==> src/rtl/cmul_pipe_if.sv <==
// Stream interface for cmul_pipe: input operands/tag with valid/ready,
// result components/saturation flags/tag with valid/ready.
interface cmul_pipe_if #(
  parameter int DATA_W = 16,
  parameter int OUT_W  = 32,
  parameter int TAG_W  = 4
);
  logic                     in_valid;
  logic                     in_ready;
  logic signed [DATA_W-1:0] in_a;
  logic signed [DATA_W-1:0] in_b;
  logic signed [DATA_W-1:0] in_c;
  logic signed [DATA_W-1:0] in_d;
  logic                     in_conj;
  logic [TAG_W-1:0]         in_tag;

  logic                     out_valid;
  logic                     out_ready;
  logic signed [OUT_W-1:0]  out_re;
  logic signed [OUT_W-1:0]  out_im;
  logic [1:0]               out_sat;
  logic [TAG_W-1:0]         out_tag;

  modport master (
    output in_valid, in_a, in_b, in_c, in_d, in_conj, in_tag, out_ready,
    input  in_ready, out_valid, out_re, out_im, out_sat, out_tag
  );

  modport slave (
    input  in_valid, in_a, in_b, in_c, in_d, in_conj, in_tag, out_ready,
    output in_ready, out_valid, out_re, out_im, out_sat, out_tag
  );
endinterface

==> src/rtl/cmul_pipe.sv <==
// Four-stage pipelined complex multiplier (a+jb)(c+/-jd) with round-half-up
// right shift, output saturation and a tag carried alongside each sample.
module cmul_pipe #(
  parameter int DATA_W = 16,
  parameter int OUT_W  = 32,
  parameter int SHIFT  = 0,
  parameter int TAG_W  = 4
) (
  input  logic          clk,
  input  logic          rst_n,
  cmul_pipe_if.slave    bus
);

  localparam int PROD_W = 2 * DATA_W;
  localparam int SUM_W  = PROD_W + 1;
  // One extra bit over the sum so adding the rounding constant never wraps.
  localparam int RND_W  = SUM_W + 1;

  localparam logic signed [RND_W-1:0] ONE   = {{(RND_W-1){1'b0}}, 1'b1};
  localparam logic signed [RND_W-1:0] RND   = (ONE <<< SHIFT) >>> 1;
  localparam logic signed [RND_W-1:0] MAX_V = (ONE <<< (OUT_W - 1)) - ONE;
  localparam logic signed [RND_W-1:0] MIN_V = -MAX_V - ONE;

  logic stall;

  logic                     s1_valid;
  logic signed [DATA_W-1:0] s1_a, s1_b, s1_c, s1_d;
  logic                     s1_conj;
  logic [TAG_W-1:0]         s1_tag;

  logic                     s2_valid;
  logic signed [PROD_W-1:0] s2_ac, s2_bd, s2_bc, s2_ad;
  logic                     s2_conj;
  logic [TAG_W-1:0]         s2_tag;

  logic                     s3_valid;
  logic signed [SUM_W-1:0]  s3_re, s3_im;
  logic [TAG_W-1:0]         s3_tag;

  logic                     s4_valid;
  logic signed [OUT_W-1:0]  s4_re, s4_im;
  logic [1:0]               s4_sat;
  logic [TAG_W-1:0]         s4_tag;

  logic signed [PROD_W-1:0] ax, bx, cx, dx;
  logic signed [SUM_W-1:0]  ac_x, bd_x, bc_x, ad_x;
  logic signed [SUM_W-1:0]  sum_re, sum_im;
  logic [OUT_W:0]           rs_re, rs_im;

  // Whole pipe freezes only when a result is waiting and nobody takes it.
  assign stall        = s4_valid & ~bus.out_ready;
  assign bus.in_ready = ~stall;

  function automatic logic [OUT_W:0] round_sat(input logic signed [SUM_W-1:0] s);
    logic signed [RND_W-1:0] r;
    r = $signed({s[SUM_W-1], s}) + RND;
    r = r >>> SHIFT;
    if (r > MAX_V) begin
      return {1'b1, MAX_V[OUT_W-1:0]};
    end else if (r < MIN_V) begin
      return {1'b1, MIN_V[OUT_W-1:0]};
    end else begin
      return {1'b0, r[OUT_W-1:0]};
    end
  endfunction

  always_ff @(posedge clk) begin
    if (!rst_n) begin
      s1_valid <= 1'b0;
    end else if (!stall) begin
      s1_valid <= bus.in_valid;
      if (bus.in_valid) begin
        s1_a    <= bus.in_a;
        s1_b    <= bus.in_b;
        s1_c    <= bus.in_c;
        s1_d    <= bus.in_d;
        s1_conj <= bus.in_conj;
        s1_tag  <= bus.in_tag;
      end
    end
  end

  always_comb begin
    ax = {{DATA_W{s1_a[DATA_W-1]}}, s1_a};
    bx = {{DATA_W{s1_b[DATA_W-1]}}, s1_b};
    cx = {{DATA_W{s1_c[DATA_W-1]}}, s1_c};
    dx = {{DATA_W{s1_d[DATA_W-1]}}, s1_d};
  end

  always_ff @(posedge clk) begin
    if (!rst_n) begin
      s2_valid <= 1'b0;
    end else if (!stall) begin
      s2_valid <= s1_valid;
      if (s1_valid) begin
        s2_ac   <= ax * cx;
        s2_bd   <= bx * dx;
        s2_bc   <= bx * cx;
        s2_ad   <= ax * dx;
        s2_conj <= s1_conj;
        s2_tag  <= s1_tag;
      end
    end
  end

  always_comb begin
    ac_x = {s2_ac[PROD_W-1], s2_ac};
    bd_x = {s2_bd[PROD_W-1], s2_bd};
    bc_x = {s2_bc[PROD_W-1], s2_bc};
    ad_x = {s2_ad[PROD_W-1], s2_ad};
    if (s2_conj) begin
      sum_re = ac_x + bd_x;
      sum_im = bc_x - ad_x;
    end else begin
      sum_re = ac_x - bd_x;
      sum_im = bc_x + ad_x;
    end
  end

  always_ff @(posedge clk) begin
    if (!rst_n) begin
      s3_valid <= 1'b0;
    end else if (!stall) begin
      s3_valid <= s2_valid;
      if (s2_valid) begin
        s3_re  <= sum_re;
        s3_im  <= sum_im;
        s3_tag <= s2_tag;
      end
    end
  end

  always_comb begin
    rs_re = round_sat(s3_re);
    rs_im = round_sat(s3_im);
  end

  // Output data only changes on a real sample, so bubbles leave it untouched.
  always_ff @(posedge clk) begin
    if (!rst_n) begin
      s4_valid <= 1'b0;
      s4_re    <= '0;
      s4_im    <= '0;
      s4_sat   <= '0;
      s4_tag   <= '0;
    end else if (!stall) begin
      s4_valid <= s3_valid;
      if (s3_valid) begin
        s4_re  <= rs_re[OUT_W-1:0];
        s4_im  <= rs_im[OUT_W-1:0];
        s4_sat <= {rs_re[OUT_W], rs_im[OUT_W]};
        s4_tag <= s3_tag;
      end
    end
  end

  assign bus.out_valid = s4_valid;
  assign bus.out_re    = s4_re;
  assign bus.out_im    = s4_im;
  assign bus.out_sat   = s4_sat;
  assign bus.out_tag   = s4_tag;

endmodule

==> src/flat_wrapper.sv <==
// flat-port wrapper written by rule: the top's interface ports become plain ports
module cmul_pipe_flat 
#(
  parameter int DATA_W = 16,
  parameter int OUT_W  = 32,
  parameter int SHIFT  = 0,
  parameter int TAG_W  = 4
)
  (clk, rst_n, bus_in_valid, bus_in_a, bus_in_b, bus_in_c, bus_in_d, bus_in_conj, bus_in_tag, bus_out_ready, bus_in_ready, bus_out_valid, bus_out_re, bus_out_im, bus_out_sat, bus_out_tag);
  cmul_pipe_if #(.DATA_W(DATA_W), .OUT_W(OUT_W), .TAG_W(TAG_W)) bus_i ();
  input  logic clk;
  input  logic rst_n;
  input wire logic [$bits(bus_i.in_valid)-1:0] bus_in_valid;
  input wire logic [$bits(bus_i.in_a)-1:0] bus_in_a;
  input wire logic [$bits(bus_i.in_b)-1:0] bus_in_b;
  input wire logic [$bits(bus_i.in_c)-1:0] bus_in_c;
  input wire logic [$bits(bus_i.in_d)-1:0] bus_in_d;
  input wire logic [$bits(bus_i.in_conj)-1:0] bus_in_conj;
  input wire logic [$bits(bus_i.in_tag)-1:0] bus_in_tag;
  input wire logic [$bits(bus_i.out_ready)-1:0] bus_out_ready;
  output wire logic [$bits(bus_i.in_ready)-1:0] bus_in_ready;
  output wire logic [$bits(bus_i.out_valid)-1:0] bus_out_valid;
  output wire logic [$bits(bus_i.out_re)-1:0] bus_out_re;
  output wire logic [$bits(bus_i.out_im)-1:0] bus_out_im;
  output wire logic [$bits(bus_i.out_sat)-1:0] bus_out_sat;
  output wire logic [$bits(bus_i.out_tag)-1:0] bus_out_tag;
  assign bus_i.in_valid = bus_in_valid;
  assign bus_i.in_a = bus_in_a;
  assign bus_i.in_b = bus_in_b;
  assign bus_i.in_c = bus_in_c;
  assign bus_i.in_d = bus_in_d;
  assign bus_i.in_conj = bus_in_conj;
  assign bus_i.in_tag = bus_in_tag;
  assign bus_i.out_ready = bus_out_ready;
  assign bus_in_ready = bus_i.in_ready;
  assign bus_out_valid = bus_i.out_valid;
  assign bus_out_re = bus_i.out_re;
  assign bus_out_im = bus_i.out_im;
  assign bus_out_sat = bus_i.out_sat;
  assign bus_out_tag = bus_i.out_tag;
  cmul_pipe #(.DATA_W(DATA_W), .OUT_W(OUT_W), .SHIFT(SHIFT), .TAG_W(TAG_W)) u_core (.clk(clk), .rst_n(rst_n), .bus(bus_i));
endmodule
==> config.mk <==
export PLATFORM = sky130hd
export DESIGN_NAME = cmul_pipe_flat
export DESIGN_NICKNAME = d
export VERILOG_FILES = /design/src/rtl/cmul_pipe_if.sv /design/src/rtl/cmul_pipe.sv /design/src/flat_wrapper.sv
export SDC_FILE = /design/constraint.sdc
export NUM_CORES = 2
export LEC_CHECK = 0
export CORE_ASPECT_RATIO = 0.6
export CORE_MARGIN = 1
export CORE_UTILIZATION = 57
export DETAILED_ROUTE_END_ITERATION = 6
export GPL_ROUTABILITY_DRIVEN = 0
export MAX_ROUTING_LAYER = met4
export PLACE_DENSITY = 0.74
export SYNTH_ARGS = -nofsm -noshare
export SYNTH_HDL_FRONTEND = slang
export SYNTH_SLANG_ARGS = --single-unit
==> constraint.sdc <==
create_clock -name clk -period 8.88 [get_ports clk]
set_input_delay 0.888 -clock clk [delete_from_list [all_inputs] [get_ports clk]]
set_output_delay 0.888 -clock clk [all_outputs]
set_load 0.005 [all_outputs]
=== Word level (Yosys, flattened, before mapping) ===
Cells that the tools add are included.

* Input port bits: 73
* Register bits after elaboration: 346
* Output and inout bits: 72

* Order comparisons: 4
* Bitwise operators: 3
* Add/subtract/negate cells: 4
* Multiplexer cells: 6
* Multiply operators: 4
* Reduce and logical (&&, ||, !) cells: 4

{| class="wikitable"
|+ Operators by type and width
! cell !! count
|-
| 33-bit 2-to-1 mux || 6
|-
| 16-bit by 16-bit multiplier with 32-bit output || 4
|-
| 32-bit by 32-bit adder with 33-bit output || 2
|-
| 33-bit by 32-bit greater-than comparator with 1-bit output (second input constant) || 2
|-
| 33-bit by 32-bit < comparator with 1-bit output (second input constant) || 2
|-
| 32-bit by 32-bit subtractor with 33-bit output || 2
|-
| 3-bit AND reduction || 3
|-
| 1-bit NOT || 2
|-
| 2-bit AND reduction || 1
|-
| 1-bit bitwise AND || 1
|}

=== Depth between registers and ports, before layout ===
* Depth after elaboration: 4
* Gate-level depth with buffers: 25

=== Least setup slack after synthesis ===
OpenSTA, ideal clock, no wires.

* Path type: reg-to-reg
* Start: register u_core.s1_b[15]
* End: register u_core.s2_bd[30] (data pin)
* Cell stages (with the launch flop): 21
* Clock period less this slack: 6161 ps
* Slack: 2719 ps
* Setup time: 261 ps
* Arrival: 5900 ps
* Cell sequence: edfxtp_1 > clkbuf_1 > nand2_1 > inv_1 > fa_1 > fa_1 > fa_1 > fa_1 > fa_1 > inv_1 > fa_1 > inv_1 > ha_1 > a21oi_1 > nor2b_1 > o21ai_0 > nand2b_1 > a21o_1 > a221oi_2 > nor4bb_1 > a311o_1

* Cells in the longest elaborated chain, start to end: 1

{| class="wikitable"
|+ RTL lines
! what !! line !! source
|-
| from (decl) || cmul_pipe.sv:27 || <nowiki>logic signed [DATA_W-1:0] s1_a, s1_b, s1_c, s1_d;</nowiki>
|-
| from (signal assigned) || cmul_pipe.sv:74 || <nowiki>s1_b <= bus.in_b;</nowiki>
|-
| 16-bit by 16-bit multiplier with 32-bit output || cmul_pipe.sv:97 || <nowiki>s2_bd <= bx * dx;</nowiki>
|-
| to (signal assigned) || cmul_pipe.sv:97 ||
|-
| to (decl) || cmul_pipe.sv:32 || <nowiki>logic signed [PROD_W-1:0] s2_ac, s2_bd, s2_bc, s2_ad;</nowiki>
|}

Every way passes these cells.
A chain may end at the register's enable or synchronous reset.

=== Final worst setup path ===
* Start: register u_core.s1_b[10]
* End: register u_core.s2_bc[29] (data pin)

* Cells in the longest elaborated chain, start to end: 1

{| class="wikitable"
|+ RTL lines
! what !! line !! source
|-
| 16-bit by 16-bit multiplier with 32-bit output || cmul_pipe.sv:98 || <nowiki>s2_bc <= bx * cx;</nowiki>
|-
| to (signal assigned) || cmul_pipe.sv:98 ||
|-
| to (decl) || cmul_pipe.sv:32 ||
|}

Every way passes these cells.

==> impl_metrics.py <==
metrics = {
    "sta": {
        "slew_headroom_pct": 16.4,
        "worst_slew_pin_slew_ns": 1.25,
        "maxSlewViolCount": 0,
        "rsz0062_at_grt": "no",
        "finalCritPeriodShare_pct": 85.6,
        "fmax_mhz": 132,
        "skew_ns": 0.0445,
        "finalSetupViolCount": 0,
        "period_minus_slack_ns": 7.60,
        "tns_ns": 0,
        "hold_viol": 0,
    },
    "yosys": {
        "syn_area_mm2": 0.0548,
        "synth_top_cell_by_area": "fa_1",
        "syn_avg_cell_area_um2": 9.76,
        "ys_ff_latch": 346,
        "synthMuxAreaShare_pct": 0.149,
        "synth_area_leaders": "fa_1 38%, edfxtp_1 15%, ha_1 9.0%, inv_1 8.1%, and2_1 5.8%",
        "synth_compound_area_share_pct": 7.75,
        "syn_inst": 5612,
        "synth_top_family_by_area": "adder cells",
        "synth_simple_gate_area_share_pct": 13.3,
        "synthArstFlopShare_pct": 0,
        "synth_fa_ha_area_share_pct": 47.4,
        "synth-edff-count": 272,
        "synth_top_cell_area_share_pct": 38.4,
        "yosys_warnings": 0,
        "ys_types": 76,
        "synthXorXnorAreaFrac_pct": 4.09,
        "synth_flop_cell": "edfxtp_1",
        "ys_seq_area_share_pct": 17.6,
        "syn-num-nets": 7129,
    },
    "cells_and_area": {
        "finalNonFillerCells": 6929,
        "final_common_cell": "inv_1",
        "fin_nets": 7166,
        "synthToLayoutAreaGrowth_pct": 7.50,
        "fin_util_pct": 62.3,
        "final.fill_count": 7780,
        "multi_input_area_mm2": 0.0398,
        "regArea_mm2": 0.00965,
        "final_cell_mix": "1181 x inv_1, 1050 x fa_1, 550 x nand2_1",
        "drive_above_1_share_pct": 3.22,
    },
    "clock_tree": {
        "post_cts_buffers": 0,
        "cts_num_sinks": 346,
        "clockBufferDepth": 3,
        "ctsResizeCount": 0,
        "ctsHtreeMaxLevel": 2,
        "hold_buffers": 0,
        "clk_pin_slew_ns": 0.07,
        "cts_tree": "built",
        "insertion_delay_ns": 0.61,
        "cts_made_buffers": 40,
        "root_buffer": "clkbuf_16",
    },
    "run_status": {
        "status": "completed",
    },
    "global_routing": {
        "grt_pass1_wl_um": 230000,
        "gr-usage-met2_pct": 46.2,
        "grt_usage_pct": 31.2,
        "antenna_found_initial": 5,
        "use_met3_pct": 5.47,
        "grt.met1_usage_pct": 44.8,
        "first_global_vias": 41448,
        "grt_start_max_net_pins": 78,
        "grt-ovfl-total": 0,
        "grt_busiest_layer": "met2",
    },
    "routing": {
        "drt_pass1_iterations": 6,
        "drt-total-wl_um": 140000,
        "via_per_inst": 5.61,
        "post-route-drc-count": 0,
        "ant_nets": 0,
        "drt_iter0_markers": 3344,
        "vias": 38842,
        "wire_per_inst_um": 20.2,
    },
    "die": {
        "chipHeight_um": 242,
        "die_w_um": 402,
        "rows": 87,
        "start_util_pct": 57.9,
        "ioPinCount": 145,
        "fp.coreArea_mm2": 0.0945,
        "dieArea_mm2": 0.0973,
    },
    "critical_path": {
        "endpoint_kind": "register",
        "crit_fanout": 17,
        "crit_arrival_ns": 7.92,
        "worstPathRequired_ns": 9.20,
        "critPathLaunchType": "register",
        "path_class": "reg -> reg",
    },
    "placement": {
        "placedCellCount": 6853,
        "dp_hpwl_um": 112000,
        "port_buffers": 144,
    },
    "worst_hold_path": {
        "hold_path.class": "reg -> reg",
    },
    "flow_run": {
        "drv_cap": 0,
    },
}
metrics by stage:
step | instance area [µm²] | hold WS, ns | worst slack [ns]
6_report | 58900 | 0.390 | 1.28
5_1_grt | 58800 | 0.391 | 1.04
4_1_cts | 58800 | 0.393 | 1.52
3_5_place_dp | 57500 | 0.405 | 1.53
3_3_place_gp | 57500 | 0.402 | 1.70
2_1_floorplan | 54800 | 0.400 | 2.72
Yosys cell counts, types with 34 or more instances:
master and instances:
clkbuf_1 235, nor2_1 163, edfxtp_1 272, nand3_1 34
nand2_1 550, ha_1 394, dfxtp_1 74, and2_1 506
xor2_1 78, nor3_1 49, a21o_1 84, inv_1 1181
nand2b_1 41, a21oi_1 289, fa_1 1050, o21ai_0 128
xnor2_1 176
flip-flops by register name, indices dropped and copies added, names as in the netlist:
| signal | flops |
|---|---|
| u_core.s2_bd | 32 |
| u_core.s1_b | 16 |
| u_core.s2_conj | 1 |
| u_core.s1_c | 16 |
| u_core.s3_valid | 1 |
| u_core.s2_ad | 32 |
| u_core.bus.out_sat | 2 |
| u_core.bus.out_tag | 4 |
| u_core.s2_ac | 32 |
| u_core.s1_d | 16 |
| u_core.s2_valid | 1 |
| u_core.s3_im | 33 |
| u_core.bus.out_re | 32 |
| u_core.s2_tag | 4 |
| u_core.s3_re | 33 |
| u_core.s1_conj | 1 |
| u_core.s1_tag | 4 |
| u_core.bus.out_valid | 1 |
| u_core.s1_a | 16 |
| u_core.s3_tag | 4 |
| u_core.bus.out_im | 32 |
| u_core.s2_bc | 32 |
| u_core.s1_valid | 1 |
worst max-delay path, stage by stage (launching register included):
cell,delay [ns]
edfxtp_1,0.88
buf_4,0.41
nand2_1,0.14
fa_1,0.51
fa_1,0.52
fa_1,0.51
inv_1,0.06
fa_1,0.49
fa_1,0.50
inv_1,0.05
fa_1,0.47
inv_1,0.04
ha_1,0.34
a21oi_1,0.23
a211o_1,0.17
o211ai_1,0.08
a41oi_1,0.55
o31a_1,0.34
o21ai_1,0.15
o31ai_1,0.42
a21boi_0,0.47
worst paths after layout:
kind	startpoint	slack, ns	endpoint	cells past startpoint
worst min register to register	u_core.s1_tag[1]	0.39	u_core.s2_tag[1]	0
worst max register to register	u_core.s1_b[10]	1.28	u_core.s2_bc[29]	20
worst min-delay path	u_core.s1_tag[1]	0.39	u_core.s2_tag[1]	0
worst max-delay path	u_core.s1_b[10]	1.28	u_core.s2_bc[29]	20
routing by layer:
metal  vias up  part of all wire [%]
li1      17347                     -
met1     19711                    44
met3       204                   9.0
met2      1580                    44
met4         0                   2.7
met5         -                     0
cell families after synthesis:
group | after synthesis
AO/OA/AOI/OAI | 693
XOR/XNOR | 255
adder cells (fa/ha/maj) | 1444
buffers and inverters | 1419
flip-flops | 346
multiplexers | 8
AND/OR/NAND/NOR | 1447
cell type report:
type / count / area share [%]
Clock buffer: 52 / 1.89
Sequential cell: 346 / 16.4
Timing Repair Buffer: 231 / 3.55
Multi-Input combinational cell: 3847 / 67.6
Antenna cell: 4 / 0.0170
Inverter: 1183 / 7.54
Clock inverter: 20 / 0.347
Tap cell: 1246 / 2.65
Power is left out: the tool's default activity adds up to more than one toggle a clock period on the data nets, which glitch-free logic cannot reach.
